File: config.mk
export PLATFORM = sky130hd
export DESIGN_NAME = fifo_wr_arbiter
export DESIGN_NICKNAME = d
export VERILOG_FILES = /design/src/rtl/fifo_wr_arb_pkg.sv /design/src/rtl/fifo_wr_arbiter_rr_pick.sv /design/src/rtl/fifo_wr_arbiter.sv
export SDC_FILE = /design/constraint.sdc
export NUM_CORES = 1
export LEC_CHECK = 0
export ABC_AREA = 1
export ABC_CLOCK_PERIOD_IN_PS = 2700
export BUFFER_PORTS_ARGS = -buffer_cell sky130_fd_sc_hd__buf_2
export CORE_ASPECT_RATIO = 1.75
export CORE_MARGIN = 3
export CORE_UTILIZATION = 40
export CTS_CLUSTER_SIZE = 28
export DETAILED_ROUTE_END_ITERATION = 12
export GPL_TIMING_DRIVEN = 1
export HOLD_SLACK_MARGIN = 0.12
export PLACE_DENSITY = 0.71
export SLEW_MARGIN = 20
export SYNTH_ARGS = -nofsm -noshare
export SYNTH_HDL_FRONTEND = slang
export SYNTH_HIERARCHICAL = 1
export SYNTH_SLANG_ARGS = --single-unit
File: constraint.sdc
create_clock -name wclk -period 2.7 [get_ports wclk]
set_input_delay 0.405 -clock wclk [delete_from_list [all_inputs] [get_ports wclk]]
set_output_delay 0.405 -clock wclk [all_outputs]
set_load 0.01 [all_outputs]
File: src/rtl/fifo_wr_arb_pkg.sv
// Shared types and helpers for the FIFO write-side arbiter.
package fifo_wr_arb_pkg;

   typedef enum logic {
      ARB_IDLE  = 1'b0,
      ARB_GRANT = 1'b1
   } arb_state_t;

   localparam int unsigned STAT_W   = 16;
   // Widest requester vector the pick helper supports.
   localparam int unsigned PICK_MAX = 8;

   typedef struct packed {
      logic       found;
      logic [2:0] idx;
   } pick_t;

   // Round-robin pick: scan last+1 .. last+n (mod n), first valid wins.
   function automatic pick_t rr_next(input logic [PICK_MAX-1:0] valid,
                                     input logic [2:0]          last,
                                     input int unsigned         n);
      pick_t       r;
      int unsigned k;
      r = '0;
      for (int unsigned off = 1; off <= PICK_MAX; off++) begin
         k = (32'(last) + off) % n;
         if ((off <= n) && !r.found && valid[k[2:0]]) begin
            r.found = 1'b1;
            r.idx   = k[2:0];
         end
      end
      return r;
   endfunction

endpackage

File: src/rtl/fifo_wr_arbiter_rr_pick.sv
// Combinational rotate-priority encoder: the requester after 'last'
// (wrapping) with valid set wins; 'found' is low when nothing is valid.
module rr_pick
   import fifo_wr_arb_pkg::*;
#(
   parameter int unsigned N_REQ = 4,
   parameter int unsigned ID_W  = $clog2(N_REQ)
) (
   input  logic [N_REQ-1:0] valid,
   input  logic [ID_W-1:0]  last,
   output logic [ID_W-1:0]  idx,
   output logic             found
);

   logic [PICK_MAX-1:0] valid_ext;
   pick_t               pick;
   logic                unused_idx_bits;

   // Zero-extend the request vector to the helper's fixed width.
   always_comb begin
      valid_ext              = '0;
      valid_ext[N_REQ-1:0]   = valid;
   end

   assign pick            = rr_next(valid_ext, 3'(last), N_REQ);
   assign idx             = pick.idx[ID_W-1:0];
   assign found           = pick.found;
   assign unused_idx_bits = ^pick.idx;

endmodule

File: src/rtl/fifo_wr_arbiter.sv
// Write-side scheduler sharing one async-FIFO write port among N_REQ
// producers: round-robin with bounded bursts, registered arbitration,
// combinational data/handshake path.
// Optional per-requester transfer counters: define FIFO_WR_ARB_STATS_EN.
module fifo_wr_arbiter
   import fifo_wr_arb_pkg::*;
#(
   parameter  int unsigned N_REQ     = 4,
   parameter  int unsigned WIDTH     = 8,
   parameter  int unsigned MAX_BURST = 8,
   localparam int unsigned ID_W      = $clog2(N_REQ)
) (
   input  logic                   wclk,
   input  logic                   rst_n,
   input  logic [N_REQ-1:0]       req_valid,
   input  logic [N_REQ*WIDTH-1:0] req_data,
   output logic [N_REQ-1:0]       req_ready,
   input  logic                   wfull,
   output logic                   winc,
   output logic [WIDTH-1:0]       wdata,
   output logic                   grant_vld,
   output logic [ID_W-1:0]        grant_id
`ifdef FIFO_WR_ARB_STATS_EN
   ,
   input  logic                   stats_clr,
   output logic [N_REQ*STAT_W-1:0] word_cnt
`endif
);

   localparam int unsigned CNT_W = $clog2(MAX_BURST + 1);

   arb_state_t       state_q, state_d;
   logic             gvld_q, gvld_d;
   logic [ID_W-1:0]  gid_q, gid_d;
   logic [ID_W-1:0]  rr_last_q, rr_last_d;
   logic [CNT_W-1:0] burst_q, burst_d;

   logic [ID_W-1:0]  pick_last;
   logic [ID_W-1:0]  pick_idx;
   logic             pick_found;
   logic             cur_valid;
   logic             xfer_any;
   logic [N_REQ-1:0] xfer;

   // In GRANT the only pick that matters is the release re-pick, whose
   // priority base is the current holder (it becomes rr_last on release).
   assign pick_last = (state_q == ARB_GRANT) ? gid_q : rr_last_q;

   rr_pick #(
      .N_REQ (N_REQ),
      .ID_W  (ID_W)
   ) u_pick (
      .valid (req_valid),
      .last  (pick_last),
      .idx   (pick_idx),
      .found (pick_found)
   );

   assign cur_valid = req_valid[gid_q];
   assign xfer_any  = gvld_q & cur_valid & ~wfull;
   assign winc      = xfer_any;
   assign wdata     = req_data[32'(gid_q)*WIDTH +: WIDTH];
   assign grant_vld = gvld_q;
   assign grant_id  = gid_q;
   assign xfer      = req_valid & req_ready;

   // Ready goes only to the granted requester while the FIFO has room.
   always_comb begin
      req_ready = '0;
      if (gvld_q && !wfull) begin
         req_ready[gid_q] = 1'b1;
      end
   end

   // Arbitration state register.
   always_ff @(posedge wclk or negedge rst_n) begin
      if (!rst_n) begin
         state_q   <= ARB_IDLE;
         gvld_q    <= 1'b0;
         gid_q     <= '0;
         rr_last_q <= ID_W'(N_REQ - 1);
         burst_q   <= '0;
      end else begin
         state_q   <= state_d;
         gvld_q    <= gvld_d;
         gid_q     <= gid_d;
         rr_last_q <= rr_last_d;
         burst_q   <= burst_d;
      end
   end

   // Next-state: grant, burst counting, release with same-cycle re-grant.
   always_comb begin
      state_d   = state_q;
      gvld_d    = gvld_q;
      gid_d     = gid_q;
      rr_last_d = rr_last_q;
      burst_d   = burst_q;
      case (state_q)
         ARB_IDLE: begin
            if (pick_found) begin
               state_d = ARB_GRANT;
               gvld_d  = 1'b1;
               gid_d   = pick_idx;
               burst_d = '0;
            end
         end
         ARB_GRANT: begin
            if (!cur_valid || (xfer_any && (burst_q == CNT_W'(MAX_BURST - 1)))) begin
               rr_last_d = gid_q;
               burst_d   = '0;
               if (pick_found) begin
                  gid_d = pick_idx;
               end else begin
                  state_d = ARB_IDLE;
                  gvld_d  = 1'b0;
               end
            end else if (xfer_any) begin
               burst_d = burst_q + 1'b1;
            end
         end
         default: begin
            state_d = ARB_IDLE;
            gvld_d  = 1'b0;
         end
      endcase
   end

`ifdef FIFO_WR_ARB_STATS_EN
   logic [STAT_W-1:0] cnt_q [N_REQ];

   // Saturating per-requester transfer counters; clear beats increment.
   always_ff @(posedge wclk or negedge rst_n) begin
      if (!rst_n) begin
         for (int unsigned i = 0; i < N_REQ; i++) begin
            cnt_q[i] <= '0;
         end
      end else begin
         for (int unsigned i = 0; i < N_REQ; i++) begin
            if (stats_clr) begin
               cnt_q[i] <= '0;
            end else if (xfer[i] && (cnt_q[i] != '1)) begin
               cnt_q[i] <= cnt_q[i] + 1'b1;
            end
         end
      end
   end

   // Flatten the counters onto the output bus.
   always_comb begin
      word_cnt = '0;
      for (int unsigned i = 0; i < N_REQ; i++) begin
         word_cnt[i*STAT_W +: STAT_W] = cnt_q[i];
      end
   end
`else
   logic unused_xfer;
   assign unused_xfer = ^xfer;
`endif

endmodule

## Word level (Yosys, flattened, before mapping)

Cells that the tools add are included.

| storage, ports and cells | value |
|---|---|
| register bits | 10 |
| input port bits | 39 |
| output and inout port bits | 16 |
| word-level logic and storage cells | 73 |

| cells by class | value |
|---|---|
| add/sub/neg operators | 5 |
| order comparisons | 6 |
| equality and inequality tests | 5 |
| shift operators | 1 |
| muxes and demuxes | 32 |
| bitwise operators | 4 |
| reduce and logical (&&, ||, !) cells | 15 |

Operators by type and width:

| cell | count |
|---|---|
| 2-to-1 mux 4 bit | 8 |
| variable part select 32 x 6 -> 8 bit | 1 |
| < comparator 2 x 4 -> 1 bit (second input constant) | 4 |
| 2-to-1 mux 1 bit | 11 |
| binary-select mux 1 bit (select 2 bit) | 5 |
| one-hot mux 4 bit (2 select lines) | 1 |
| logical AND 1 bit | 6 |
| 2-to-1 mux 2 bit | 3 |
| logical NOT 1 bit | 5 |
| adder 2 x 1 -> 2 bit (second input constant) | 2 |
| adder 2 bit (second input constant) | 2 |
| adder 4 x 1 -> 4 bit (second input constant) | 1 |
| equality test 4 x 3 -> 1 bit (second input constant) | 1 |
| inequality test 2 x 1 -> 1 bit (second input constant) | 2 |
| one-hot mux 1 bit (2 select lines) | 2 |
| one-hot mux 2 bit (2 select lines) | 1 |
| AND reduction 2 bit | 2 |
| < comparator 2 x 3 -> 1 bit (second input constant) | 1 |
| inequality test 3 x 1 -> 1 bit (second input constant) | 1 |
| AND reduction 3 bit | 1 |
| bitwise AND 1 bit | 2 |
| demux 1 bit (select 2 bit) | 1 |
| greater-or-equal comparator 2 x 1 -> 1 bit (second input constant) | 1 |
| inequality test 2 bit (second input constant) | 1 |
| other kinds (2) | 3 |

## Logic depth before layout (Yosys ltp)

Gate-level depths: netlist (run 1).

| depth | value |
|---|---|
| word-level depth | 17 |
| mapped depth | 16 |
| mapped depth without buffers | 15 |

## Modules after synthesis

The synthesis (run 1) kept the hierarchy.

Modules (own cells, without submodules):

| module | times used | cells each | area an instance (um^2) | seq. area each (um^2) |
|---|---|---|---|---|
| fifo_wr_arbiter | 1 | 128 | 808.3 | 252.7 |
| rr_pick | 1 | 49 | 290.3 | 0.0 |

## Worst setup path after synthesis (run 1)

Ideal clock, no wire load.

| timing path | value |
|---|---|
| kind | reg-to-reg |
| start | reg gid_q[1], in the netlist grant_id[1] |
| end | reg burst_q[0] |
| setup time | 0.065 ns |
| data arrival time | 2.085 ns |
| required time | 2.635 ns |
| path slack | 0.550 ns |
| stages on the path, launching flop included | 15 |
| buffers on the path | 0 |
| period minus slack after synthesis | 2.150 ns |
| path through | dfrtp_1 -> inv_1 -> o21ai_0 -> inv_2 -> nand2_2 -> nand2_4 -> nand2_4 -> nand2_4 -> nor2_4 -> nand4_1 -> inv_1 -> nand2_1 -> nand2_1 -> nand2_1 -> nand2_1 |

| between the ends | value |
|---|---|
| word-level cells in the longest chain between the ends | 16 |
| elaborated cells on any way between the ends | 35 |
| classes of those cells | add/sub: 4; eq/ne: 2; mux: 17; bitwise: 2; reduce/logical: 10 |

Ends and longest elaborated chain:

| what | RTL line | RTL |
|---|---|---|
| from (decl) | fifo_wr_arbiter.sv:34 | `logic [ID_W-1:0] gid_q, gid_d;` |
| from (signal assigned) | fifo_wr_arbiter.sv:86 | `gid_q <= gid_d;` |
| 2-to-1 mux 2 bit (*) | fifo_wr_arbiter.sv:47 | `assign pick_last = (state_q == ARB_GRANT) ? gid_q : rr_last_q;` |
| named net pick_last[1] | fifo_wr_arbiter.sv:38 | `logic [ID_W-1:0] pick_last;` |
| adder 2 x 1 -> 2 bit | fifo_wr_arb_pkg.sv:26 | `k = (32'(last) + off) % n;` |
| binary-select mux 1 bit (select 2 bit) | fifo_wr_arb_pkg.sv:27 | `if ((off <= n) && !r.found && valid[k[2:0]]) begin` |
| 2-to-1 mux 1 bit (implied by the code) | fifo_wr_arb_pkg.sv:27 |  |
| 2-to-1 mux 4 bit | fifo_wr_arb_pkg.sv:27 |  |
| logical NOT 1 bit | fifo_wr_arb_pkg.sv:27 |  |
| logical AND 1 bit | fifo_wr_arb_pkg.sv:27 |  |
| [2 not listed] | - |  |
| logical AND 1 bit | fifo_wr_arb_pkg.sv:27 |  |
| 2-to-1 mux 4 bit | fifo_wr_arb_pkg.sv:27 |  |
| logical NOT 1 bit | fifo_wr_arb_pkg.sv:27 |  |
| logical AND 1 bit | fifo_wr_arb_pkg.sv:27 |  |
| 2-to-1 mux 4 bit (*) | fifo_wr_arb_pkg.sv:27 |  |
| named net pick_found | fifo_wr_arbiter.sv:40 | `logic pick_found;` |
| inequality test 2 x 1 -> 1 bit (no line) (*) | - |  |
| AND reduction 2 bit (no line) (*) | - |  |
| to (signal assigned) | fifo_wr_arbiter.sv:88 | `burst_q <= burst_d;` |
| to (decl) | fifo_wr_arbiter.sv:36 | `logic [CNT_W-1:0] burst_q, burst_d;` |

Mark *: on every way through the listed nets, which the timed path passes. The rest lies on a longest branch. The select of a mux whose other input is x is not followed.
A chain may end at the register's enable or synchronous reset.

## Worst setup path after layout (run 1)

| timing path | value |
|---|---|
| start | reg state_q |
| end | reg burst_q[3] |

| between the ends | value |
|---|---|
| word-level cells in the longest chain between the ends | 16 |
| elaborated cells on any way between the ends | 28 |
| classes of those cells | add/sub: 4; eq/ne: 2; mux: 14; bitwise: 1; reduce/logical: 7 |

Ends and longest elaborated chain:

| what | RTL line | RTL |
|---|---|---|
| from (decl) | fifo_wr_arbiter.sv:32 | `arb_state_t state_q, state_d;` |
| from (signal assigned) | fifo_wr_arbiter.sv:84 | `state_q <= state_d;` |
| 2-to-1 mux 2 bit (*) | fifo_wr_arbiter.sv:47 |  |
| named net pick_last[1] | fifo_wr_arbiter.sv:38 |  |
| adder 2 x 1 -> 2 bit | fifo_wr_arb_pkg.sv:26 |  |
| binary-select mux 1 bit (select 2 bit) | fifo_wr_arb_pkg.sv:27 |  |
| 2-to-1 mux 1 bit (implied by the code) | fifo_wr_arb_pkg.sv:27 |  |
| 2-to-1 mux 4 bit | fifo_wr_arb_pkg.sv:27 |  |
| logical NOT 1 bit | fifo_wr_arb_pkg.sv:27 |  |
| logical AND 1 bit | fifo_wr_arb_pkg.sv:27 |  |
| [2 not listed] | - |  |
| logical AND 1 bit | fifo_wr_arb_pkg.sv:27 |  |
| 2-to-1 mux 4 bit | fifo_wr_arb_pkg.sv:27 |  |
| logical NOT 1 bit | fifo_wr_arb_pkg.sv:27 |  |
| logical AND 1 bit | fifo_wr_arb_pkg.sv:27 |  |
| 2-to-1 mux 4 bit (*) | fifo_wr_arb_pkg.sv:27 |  |
| named net pick_found | fifo_wr_arbiter.sv:40 |  |
| inequality test 2 x 1 -> 1 bit (no line) (*) | - |  |
| AND reduction 2 bit (no line) (*) | - |  |

Marked as above.

==> flow_metrics.py, run 1 <==
metrics = {
    "final_layout": {
        "nFillCells": 284,
        "final_cells": 261,
        "seqCellArea_um2": 252.7,
        "area_growth_syn_to_layout_pct": 33.60,
        "nets": 276,
        "antenna_cells": 0,
        "multi_input_area_um2": 759.5,
        "drive_gt1_frac": 0.3702,
    },
    "floorplanning": {
        "rows": 24,
        "io_pins": 55,
        "die_x_um": 45.62,
        "core_um2": 2552,
        "initial_core_util": 0.4304,
        "die_area_um2": 3436,
        "fp.dieH_um": 75.33,
    },
    "synthesis": {
        "synth_mux_area_frac": 0,
        "synth_cell_types": 25,
        "ys_async_sr_fraction": 1.000,
        "synth_top_area_share": 0.1948,
        "syn_nets": 217,
        "dominantRegCellSynth": "dfrtp_1",
        "yosys.area.top_type": "nand2_1",
        "synth_common_cells": "nand2_1, nand3_1, nand2_2",
        "yosys.area_share.simple": 0.5809,
        "syn_inst": 177,
        "synth_area_per_cell_um2": 6.207,
        "synth_top_family_by_area": "simple AND/OR/NAND/NOR gates",
        "synth-seq-cells": 10,
        "synth_most_common_cell": "nand2_1",
        "synth_xor_area_frac": 0.007973,
        "synth_compound_area_frac": 0.09112,
        "synth.area.top_cells": "nand2_1, dfrtp_1, nand3_1",
        "synth_edf_count": 0,
        "syn_area_um2": 1099,
        "yosysWarnings": 6,
        "yosysSeqAreaShare": 0.2301,
        "synth_fa_ha_area_frac": 0.01139,
    },
    "clock_tree": {
        "cts_tree": "built",
        "numCtsBuffers": 3,
        "cts_setup_buffers": 0,
        "insertion_delay_ns": 0.25,
        "clock_sinks": 10,
        "cts-htree-levels": 1,
        "clockRootBuffer": "clkbuf_8",
        "cts.path.max_buffers": 2,
        "path_clk_slew_ns": 0.05,
    },
    "timing": {
        "fin_crit_sh": 0.8430,
        "skew_ns": 0.002029,
        "fin_crit_ns": 2.276,
        "finalSetupTns_ns": 0,
        "timing.fmax_mhz": 439.4,
        "worst_pin_slew_ns": 0.5535,
        "finalHoldViolations": 0,
        "final_max_slew_viol_count": 0,
        "slew_headroom": 0.6296,
        "setup_violations": 0,
        "rsz0062_at_grt": "false",
    },
    "worst_setup_path": {
        "cp.required_ns": 2.89,
        "crit_top_cell": "nand2_1",
        "slowest_stage": "o21ai_1",
        "reg2reg_depth": 14,
        "r2r-end": "burst_q[3]",
        "crit_family": "simple AND/OR/NAND/NOR gates",
        "critical_path_class": "flop to flop",
        "cp-start-kind": "flop",
        "crit_fanout": 7,
        "worstPathArrival_ns": 2.46,
        "crit_path_cell_trace": "inv_1 > o21ai_1 > inv_2 > nand2_2 > nand2_4 > nand2_4 > nand2_4 > nor2_4 > nand4_1 > inv_1 > nand2_1 > nand2_1 > nand2_1 > nand2_1",
        "cpPeakStageDelay_ns": 0.43,
        "crit_start": "state_q",
        "cp-end-kind": "flop",
        "crit_buf_inv": 3,
        "rr_startpoint": "state_q",
        "reg2reg_slack_ns": 0.42,
    },
    "detailed_routing": {
        "drt_first_pass_iters": 4,
        "wl_per_cell_um": 12.25,
        "drc": 0,
        "vias": 1378,
        "ant_nets": 0,
        "vias_per_cell": 5.280,
        "wl_um": 3196,
        "drt_iter0_drc": 21,
    },
    "worst_hold_path": {
        "hold_path_class": "flop to flop",
        "hold_path.startpoint": "rr_last_q[0]",
        "holdPathStages": 2,
        "min_to": "rr_last_q[0]",
    },
    "pwr": {
        "leakagePower_nw": 0.8365,
        "p_per_area_nw_per_um2": 1171,
        "max-vdd-ir-drop_uv": 722.3,
    },
    "grt": {
        "grt-ovfl-total": 0,
        "track_usage": 0.2013,
        "grt_pass1_vias": 1301,
        "grt_pass1_wl_um": 5112,
        "grt_max_degree": 24,
        "antenna_found_initial": 0,
    },
    "place": {
        "routabilityCongestion": 0.7473,
        "port_buffers": 54,
        "dp_cells": 256,
        "hpwl_um": 2656,
    },
    "job": {
        "drv_cap": 0,
    },
    "outcome": {
        "status": "complete, no violations",
    },
}
[what timing repair did]
item	in CTS	in global routing
hold endpoints to repair	8	0
setup endpoints to repair	0	3
resized for setup	0	1
hold buffers	1	0
[cells by family (layout without fill, tap and decap cells)]
| kind of cell | after synthesis | after routing |
|---|---|---|
| AND/OR/NAND/NOR | 130 | 130 |
| buffers and inverters | 19 | 77 |
| AO/OA/AOI/OAI | 16 | 16 |
| flip-flops | 10 | 10 |
| adder cells (fa/ha/maj) | 1 | 1 |
| XOR/XNOR | 1 | 1 |
[final cells by class]
type                    instances  share of cell area
multi-input cells             148              0.5175
repair buffers                 59              0.2114
flip-flops and latches         10              0.1722
inverters                      14             0.03922
clock buffers                   4             0.03751
well taps                      26             0.02217
[registers in the layout, summed over array words and instances (netlist names)]
signal,flops
burst_q,4
grant_id,2
grant_vld,1
rr_last_q,2
state_q,1
[worst max-delay path by stage]
| stage | to | slack, ns | depth (start not counted) |
|---|---|---|---|
| 4_1_cts | burst_q[3] | 0.22 | 14 |
| 6_report | burst_q[3] | 0.42 | 14 |
| 2_1_floorplan | burst_q[0] | 0.55 | 14 |
| 5_1_grt | burst_q[0] | 0.24 | 14 |
| 3_3_place_gp | burst_q[2] | 0.38 | 14 |
| 3_5_place_dp | burst_q[2] | 0.25 | 14 |
[cell usage in the layout, fill, tap and decap left out, drive strengths merged, types with 2 or more instances in the layout]
cell and n:
nand2 75, buf 58, nand3 35, inv 14, nor2 9, dfrtp 8
a22oi 7, nand4 6, o21ai 5, nor3 4, clkbuf 4, a21oi 3
dfstp 2
[per-stage QoR]
stage | setup WS, ns | power, mW | util | instance area (µm²) | hold WS [ns]
floorplan | 0.5499 | 1.190 | - | 1099 | 0.1094
global placement | 0.3830 | 1.526 | 0.5495 | 1403 | 0.2756
detailed placement | 0.2487 | 1.532 | 0.5495 | 1403 | 0.2773
CTS | 0.2202 | 1.732 | 0.5750 | 1468 | 0.4803
global route | 0.2433 | 1.884 | 0.5750 | 1468 | 0.5102
finish | 0.4240 | 1.719 | 0.5750 | 1468 | 0.4775
[tightest hold or removal path, delay by kind of cell, from the launching register on]
family	cells	cell delay [ns]
AOI/OAI and AO/OA	1	0.05
DFF	1	0.37
and+or+nand+nor	1	0.05
[power breakdown]
group          switching, mW  leakage (nW)  internal [mW]
logic                  0.821         0.687          0.456
clock network         0.0650        0.0288          0.129
registers             0.0356         0.121          0.213
[routing by layer]
| metal | up-vias | track usage | share of wire |
|---|---|---|---|
| met3 | 7 | 0.05201 | 0.11 |
| li1 | 708 | - | - |
| met5 | - | 0 | 0 |
| met2 | 57 | 0.3966 | 0.53 |
| met1 | 606 | 0.1711 | 0.34 |
| met4 | 0 | 0.1042 | 0.026 |
Power figures use the tool's default switching activity.
==> run 2, diff against run 1 <==
--- a/config.mk
+++ b/config.mk
@@ -6,7 +6,7 @@
 export NUM_CORES = 1
 export LEC_CHECK = 0
 export ABC_AREA = 1
-export ABC_CLOCK_PERIOD_IN_PS = 2700
+export ABC_CLOCK_PERIOD_IN_PS = 2100
 export BUFFER_PORTS_ARGS = -buffer_cell sky130_fd_sc_hd__buf_2
 export CORE_ASPECT_RATIO = 1.75
 export CORE_MARGIN = 3
==> constraint.sdc (replaced) <==
create_clock -name wclk -period 2.1 [get_ports wclk]
set_input_delay 0.315 -clock wclk [delete_from_list [all_inputs] [get_ports wclk]]
set_output_delay 0.315 -clock wclk [all_outputs]
set_load 0.01 [all_outputs]
==> run 2 against run 1 <==
Core utilization up 2.0 points. Combinational power rose by 35%. Fmax rose by 18%. Register-to-register slack got worse by 0.26 ns. Non-clock buffer count increased by 7. Die area unchanged. Count of clock-buffer cells in the layout unchanged. Sequential cell count unchanged. Sequential share of layout area decreased by 0.49 points. Largest power group unchanged. Highest routed layer unchanged.
==> flow_metrics.py, run 2 (synthesis gave the netlist of run 1 again) <==
metrics = {
    "timing": {
        "finalSetupTns_ns": 0,
        "timing.fmax_mhz": 517.2,
        "setup_ws_ns": 0.1666,
        "worst_pin_slew_ns": 0.2545,
        "skew_ns": 0.004761,
        "fin_crit_ns": 1.933,
        "slew_headroom": 0.8303,
        "final_max_slew_viol_count": 0,
        "rsz0062_at_grt": "false",
        "fin_crit_sh": 0.9207,
        "setup_violations": 0,
        "finalHoldViolations": 0,
    },
    "worst_setup_path": {
        "cp-start-kind": "flop",
        "rr_startpoint": "rr_last_q[0]",
        "crit_path_cell_trace": "nand2_1 > o21ai_0 > buf_4 > inv_6 > nand2_2 > nand2_1 > nand2_1 > nand2_2 > nor2_4 > nand4_1 > buf_4 > nand3_1 > nand2_1",
        "crit_family": "simple AND/OR/NAND/NOR gates",
        "critical_path_class": "flop to flop",
        "cpPeakStageDelay_ns": 0.52,
        "cp-end-kind": "flop",
        "crit_buf_inv": 3,
        "slowest_stage": "dfstp_2",
        "crit_fanout": 8,
        "worstPathArrival_ns": 2.05,
        "crit_top_cell": "nand2_1",
        "cp.required_ns": 2.21,
        "crit_start": "rr_last_q[0]",
    },
    "floorplanning": {
        "initial_core_util": 0.4304,
        "core_um2": 2552,
        "rows": 24,
        "io_pins": 55,
        "die_x_um": 45.62,
        "fp.dieH_um": 75.33,
        "die_area_um2": 3436,
    },
    "place": {
        "routabilityCongestion": 0.8111,
        "port_buffers": 54,
        "hpwl_um": 2790,
        "dp_slack_ns": 0.1252,
    },
    "pwr": {
        "leakagePower_nw": 0.8623,
        "p_per_area_nw_per_um2": 1492,
        "p_total_mw": 2.265,
        "max-vdd-ir-drop_uv": 933.6,
    },
    "worst_hold_path": {
        "hold_path_class": "input port to async pin",
    },
    "final_layout": {
        "final_common_cell": "nand2_1",
        "final_core_util": 0.5946,
        "area_growth_syn_to_layout_pct": 38.16,
        "top_register": "burst_q",
        "nets": 283,
        "drive_gt1_frac": 0.4008,
        "nFillCells": 264,
        "multi_input_area_um2": 765.7,
        "antenna_cells": 0,
        "largest_reg_flops": 4,
        "seqCellArea_um2": 254.0,
        "final_cell_mix": "nand2_1, buf_2, nand3_1",
    },
    "clock_tree": {
        "cts.path.max_buffers": 2,
        "insertion_delay_ns": 0.24,
        "numCtsBuffers": 3,
        "cts_tree": "built",
        "path_clk_slew_ns": 0.05,
        "clockRootBuffer": "clkbuf_8",
        "cts-htree-levels": 1,
        "clock_sinks": 10,
    },
    "detailed_routing": {
        "drt_first_pass_iters": 4,
        "vias": 1388,
        "ant_nets": 0,
        "drt_iter0_drc": 24,
        "drc": 0,
        "vias_per_cell": 5.179,
        "wl_um": 3358,
        "wl_per_cell_um": 12.53,
    },
    "grt": {
        "grt_pass1_wl_um": 5161,
        "grt_max_degree": 24,
        "grt-ovfl-total": 0,
        "grt_pass1_vias": 1221,
        "track_usage": 0.2018,
        "antenna_found_initial": 0,
    },
    "job": {
        "drv_cap": 0,
    },
    "outcome": {
        "status": "complete, no violations",
    },
}
-- run 2: worst paths after layout --
kind | depth (start not counted) | slack, ns | endpoint
setup / recovery | 13 | 0.17 | grant_id[0]
hold / removal | 2 | 0.47 | grant_vld
setup reg to reg | 13 | 0.17 | grant_id[0]
hold reg to reg | 2 | 0.47 | rr_last_q[0]
max in group asynchronous | 2 | 1.36 | rr_last_q[0]
min in group wclk | 2 | 0.47 | rr_last_q[0]
-- run 2: worst reg2reg max path: stages (launching register included) --
cell	delay, ns
dfstp_2	0.52
nand2_1	0.04
o21ai_0	0.07
buf_4	0.20
inv_6	0.06
nand2_2	0.06
nand2_1	0.06
nand2_1	0.09
nand2_2	0.07
nor2_4	0.13
nand4_1	0.16
buf_4	0.19
nand3_1	0.09
nand2_1	0.07
-- run 2: final cells by class --
cell class                      instances  share of cell area
Clock buffer                            4             0.02968
Inverter                               14             0.03792
Timing Repair Buffer                   66              0.2391
Multi-Input combinational cell        148              0.5045
Tap cell                               26             0.02143
Sequential cell                        10              0.1674
-- run 2: stage by stage --
| stage | cell area (µm²) | cells | hold WS [ns] |
|---|---|---|---|
| floorplan | 1101 | 177 | 0.01941 |
| global placement | 1449 | 262 | 0.1909 |
| detailed placement | 1449 | 262 | 0.1944 |
| CTS | 1504 | 267 | 0.4745 |
| global route | 1518 | 268 | 0.4877 |
| finish | 1518 | 268 | 0.4727 |
-- run 2: what timing repair did --
item	4_1_cts	5_1_grt
hold buffers	1	0
hold endpoints to repair	8	0
setup buffers	0	1
setup endpoints to repair	0	7
gates resized for setup	0	3
-- run 2: where the power goes --
part	switching, mW	total, mW	leakage [nW]	internal [mW]
sequential	0.0464	0.322	0.120	0.276
combinational	1.08	1.73	0.720	0.659
clock	0.0753	0.208	0.0228	0.133
total	1.20	2.26	0.862	1.07
-- run 2: per-layer routing --
metal  GRT usage  share of wire  up-vias  routed length [µm]
li1            -              -      721                   -
met1      0.1845           0.34      605                1154
met2      0.4090           0.54       57                1813
met3     0.03310          0.099        5                 333
met4     0.07818          0.017        0                  56
met5           0              0        -                   0
